===== config.mk =====
export PLATFORM = sky130hd
export DESIGN_NAME = pad_pattern_sequencer
export DESIGN_NICKNAME = d
export VERILOG_FILES = /design/src/rtl/pad_pattern_sequencer.sv
export SDC_FILE = /design/constraint.sdc
export NUM_CORES = 1
export LEC_CHECK = 0
export ABC_AREA = 1
export ABC_CLOCK_PERIOD_IN_PS = 4300
export CAP_MARGIN = 10
export CORE_MARGIN = 3
export CORE_UTILIZATION = 50
export CTS_CLUSTER_SIZE = 12
export DETAILED_ROUTE_END_ITERATION = 10
export PLACE_DENSITY = 0.86
export SYNTH_ARGS = -nofsm -noshare
export SYNTH_HDL_FRONTEND = slang
export SYNTH_SLANG_ARGS = --single-unit

===== constraint.sdc =====
create_clock -name CLK -period 4.3 [get_ports CLK]
set_clock_uncertainty 0.1 [all_clocks]
set_input_delay 0.43 -clock CLK [delete_from_list [all_inputs] [get_ports CLK]]
set_output_delay 0.43 -clock CLK [all_outputs]
set_load 0.01 [all_outputs]

===== src/rtl/pad_pattern_sequencer.sv =====
// Pattern SRAM controller: toggles pad bits of a selected step, clears all
// twelve words on request, and plays the steps back at a fixed tempo.
// Owns the SRAM Address/RW/Din and presents the viewed step on Pattern.
module pad_pattern_sequencer #(
  parameter int TEMPO_DIV = 1000000
) (
  input  logic        CLK,
  input  logic        RST,
  input  logic        Play,
  input  logic [11:0] Pad,
  input  logic [3:0]  StepSel,
  input  logic        Clear,
  input  logic [11:0] MemDout,
  output logic [3:0]  Address,
  output logic        RW,
  output logic [11:0] Din,
  output logic [3:0]  Step,
  output logic        StepTick,
  output logic [11:0] Pattern,
  output logic        Busy
);

  localparam int               DIV_W     = (TEMPO_DIV > 2) ? $clog2(TEMPO_DIV) : 1;
  localparam logic [DIV_W-1:0] DIV_LAST  = DIV_W'(TEMPO_DIV - 1);
  localparam logic [3:0]       LAST_STEP = 4'd11;

  typedef enum logic [1:0] {IDLE, EDIT_WR, CLEAR, PLAY} state_t;

  state_t           state_reg, state_next;
  logic [3:0]       step_reg, step_next;
  logic [DIV_W-1:0] div_reg, div_next;
  logic [11:0]      mask_reg, mask_next;
  logic [3:0]       edit_step_reg, edit_step_next;
  logic [3:0]       clr_cnt_reg, clr_cnt_next;
  logic [11:0]      pattern_reg, pattern_next;
  logic             step_sel_valid;

  assign step_sel_valid = (StepSel < 4'd12);

  // State and datapath registers; reset returns everything to an idle, empty view
  always_ff @(posedge CLK) begin
    if (RST) begin
      state_reg     <= IDLE;
      step_reg      <= '0;
      div_reg       <= '0;
      mask_reg      <= '0;
      edit_step_reg <= '0;
      clr_cnt_reg   <= '0;
      pattern_reg   <= '0;
    end else begin
      state_reg     <= state_next;
      step_reg      <= step_next;
      div_reg       <= div_next;
      mask_reg      <= mask_next;
      edit_step_reg <= edit_step_next;
      clr_cnt_reg   <= clr_cnt_next;
      pattern_reg   <= pattern_next;
    end
  end

  // Next-state logic: Clear outranks Play, which outranks a pad edit
  always_comb begin
    state_next     = state_reg;
    step_next      = step_reg;
    div_next       = div_reg;
    mask_next      = mask_reg;
    edit_step_next = edit_step_reg;
    clr_cnt_next   = clr_cnt_reg;
    pattern_next   = pattern_reg;
    case (state_reg)
      IDLE: begin
        pattern_next = step_sel_valid ? MemDout : 12'h000;
        if (Clear) begin
          state_next   = CLEAR;
          clr_cnt_next = '0;
          step_next    = '0;
        end else if (Play) begin
          state_next = PLAY;
          step_next  = '0;
          div_next   = '0;
        end else if ((Pad != 12'h000) && step_sel_valid) begin
          state_next     = EDIT_WR;
          mask_next      = Pad;
          edit_step_next = StepSel;
        end
      end
      EDIT_WR: begin
        if (Clear) begin
          state_next   = CLEAR;
          clr_cnt_next = '0;
          step_next    = '0;
        end else begin
          state_next = IDLE;
        end
      end
      CLEAR: begin
        if (clr_cnt_reg == LAST_STEP) begin
          state_next = IDLE;
        end else begin
          clr_cnt_next = clr_cnt_reg + 4'd1;
        end
      end
      PLAY: begin
        pattern_next = MemDout;
        if (Clear) begin
          state_next   = CLEAR;
          clr_cnt_next = '0;
          step_next    = '0;
          div_next     = '0;
        end else if (!Play) begin
          state_next = IDLE;
          step_next  = '0;
          div_next   = '0;
        end else if (div_reg == DIV_LAST) begin
          div_next  = '0;
          step_next = (step_reg == LAST_STEP) ? 4'd0 : step_reg + 4'd1;
        end else begin
          div_next = div_reg + 1'b1;
        end
      end
      default: state_next = IDLE;
    endcase
  end

  // SRAM port decode from the state registers (Din also folds in read data for edits)
  always_comb begin
    Address = StepSel;
    RW      = 1'b0;
    Din     = 12'h000;
    case (state_reg)
      EDIT_WR: begin
        Address = edit_step_reg;
        RW      = 1'b1;
        Din     = MemDout ^ mask_reg;
      end
      CLEAR: begin
        Address = clr_cnt_reg;
        RW      = 1'b1;
      end
      PLAY:    Address = step_reg;
      default: Address = StepSel;
    endcase
  end

  assign Step     = step_reg;
  assign StepTick = (state_reg == PLAY) && (div_reg == DIV_LAST);
  assign Pattern  = pattern_reg;
  assign Busy     = (state_reg == EDIT_WR) || (state_reg == CLEAR);

endmodule


==> impl_metrics.yaml <==
die:
  io_pins: 67
  die_y_um: 85.5
  start_util_pct: 52.5
  core_area_mm2: 0.00603
  die_w_um: 85.5
  die_area_mm2: 0.00731
  rows: 28
min_path:
  hold_depth: 2
  min_path_type: "reg -> reg"
sta:
  fmax_ghz: 0.348
  hold_violations: 0
  final-setup-viol-count: 0
  final_max_slew_viol_count: 0
  fin_crit_ps: 2870
  grt_setup_unrepaired: "no"
  setup_tns_ps: 0
  tightest_slew_ps: 754
  min_period_over_period_pct: 66.9
  max_slew_margin_pct: 49.6
synthesis:
  synth_edf_count: 0
  synth_common_cells: "nand2_1 (128), nor2_1 (69), dfxtp_1 (58)"
  synth_top_area_cell: "dfxtp_1"
  synth_area_leaders: "dfxtp_1 (37%), nand2_1 (15%), nor2_1 (8.2%)"
  yosysSeqAreaShare_pct: 36.7
  netlist_instances: 472
  yosys_most_used_dff: "dfxtp_1"
  synth_most_common_cell: "nand2_1"
  ys_warn_count: 0
  netlist_area_mm2: 0.00316
  async_flop_share_pct: 0
  yosysUniqueCellTypes: 35
  netlist.area_leader.share_pct: 36.7
  syn_avg_cell_area_um2: 6.70
  ys_ff_latch: 58
  synth_nets: 512
clocking:
  clock_path_buffers: 2
  cts_tree: "done"
  cts_made_buffers: 9
  htree_levels: 3
  path_clk_slew_ps: 70
  insertion_delay_ps: 340
  cts.sinks: 58
  root_buffer: "clkbuf_8"
  hold_buffers: 0
  cts_resized: 0
  cts_setup_buffers: 0
pwr:
  p_per_area_mw_per_mm2: 402
  peakVddDrop_v: 0.000368
  p_leak_uw: 0.00152
  fin_total_pwr_uw: 1610
route:
  drt_iter0_drc: 209
  drc: 0
  routedWlPerCell_um: 12.6
  vias_per_cell: 5.27
  wl_um: 7690
  drtPass1Iterations: 6
  ant_nets: 0
  num_vias: 3226
critical_path:
  reg2reg_slack_ps: 2300
  critPathLaunchType: "flop"
  endpoint: "Address[2]"
  timing.rr.start: "state_reg[0]$_SDFFE_PP0P_"
  critical_path.max_fanout: 19
  critPathKind: "reg -> out"
  critPathCaptureType: "primary output"
  worstPathRequired_ps: 3770
  rr_worst_depth: 9
  rr_endpoint: "div_reg[10]$_SDFFE_PP0P_"
  critPathLaunch: "state_reg[1]$_SDFFE_PP0P_"
  arrival_ps: 2340
status:
  status: "complete, no violations"
flow_run:
  max_cap_violations: 0
place:
  port_buffers: 66
  place.gp.congestion: 0.911
  dpl.cell_count: 597
  dpl.hpwl_um: 5790
global_route:
  antenna_found_initial: 0
  overflow: 0
  grt_usage_pct: 22.3
  first_global_vias: 3052
  grt_pass1_wl_um: 13300
  grt_max_degree: 25
finish:
  fill_cells: 530
  syn_to_final_growth_pct: 26.7
  insertedDiodeCount: 0
  nets: 573
  largest_register_ffs: 20
  finalNonFillerCells: 612
  drive_above_1_share_pct: 7.64
[how the worst min path moves through the flow]
stage,from,endpoint,slack [ps]
after floorplan,edit_step_reg[1]$_SDFFE_PP0P_,edit_step_reg[1]$_SDFFE_PP0P_,340
after global placement,edit_step_reg[2]$_SDFFE_PP0P_,edit_step_reg[2]$_SDFFE_PP0P_,350
after detailed placement,edit_step_reg[2]$_SDFFE_PP0P_,edit_step_reg[2]$_SDFFE_PP0P_,360
after CTS,edit_step_reg[2]$_SDFFE_PP0P_,edit_step_reg[2]$_SDFFE_PP0P_,370
after global routing,edit_step_reg[2]$_SDFFE_PP0P_,edit_step_reg[2]$_SDFFE_PP0P_,400
final,edit_step_reg[2]$_SDFFE_PP0P_,edit_step_reg[2]$_SDFFE_PP0P_,370
[critical path, stage by stage (launching register included)]
cell and delay [ps]:
dfxtp_1 350, inv_1 90, ha_1 610, a21oi_1 170, o21ai_0 200, clkdlybuf4s50_1 570
[cells in the final DEF (no fill, tap or decap), types with 9 or more instances in the layout]
master | synthesis | routed
a21oi_1 | 42 | 42
clkbuf_8 | 0 | 10
clkdlybuf4s50_1 | 0 | 66
dfxtp_1 | 58 | 58
inv_1 | 41 | 41
nand2_1 | 128 | 128
nand3_1 | 22 | 22
nor2_1 | 69 | 69
nor3_1 | 10 | 10
o21ai_0 | 25 | 25
xor2_1 | 9 | 9
[logic make-up after synthesis]
logic type | synth area share, %
AND/OR/NAND/NOR | 36.7
AO/OA/AOI/OAI | 12.3
buffers and inverters | 8.55
flip-flops | 36.7
XOR/XNOR | 2.49
adder cells (fa/ha/maj) | 3.17
[metal layers]
| layer | global-route usage, % | wire [um] | up-vias |
|---|---|---|---|
| met5 | 0 | 0 | - |
| li1 | - | - | 1631 |
| met2 | 37.5 | 3740 | 120 |
| met4 | 6.62 | 72 | 0 |
| met1 | 27.2 | 3330 | 1468 |
| met3 | 7.11 | 551 | 7 |
[stage by stage]
stage	hold slack [ps]	setup slack (ps)	utilization, %	cell area (um^2)
final	373	1430	66.5	4010
after global routing	403	1210	66.5	4010
after CTS	371	1420	66.5	4010
after detailed placement	361	1720	63.3	3810
after global placement	352	1790	63.3	3810
after floorplan	344	2560	-	3160
[layout make-up]
cell class                 count  area (um^2)  area share [%]
clock inverter                 5         55.1            1.37
inverter                      44          166            4.15
tap                           75         93.8            2.34
sequential                    58         1160            29.0
multi-input combinational    354         1730            43.2
clock buffer                  10          138            3.44
timing repair buffer          66          661            16.5
[power breakdown]
part	internal, uW	switching [uW]
Sequential	594	42.8
Combinational	219	262
Clock	277	212
No activity file was read; power rests on OpenSTA's default activity.
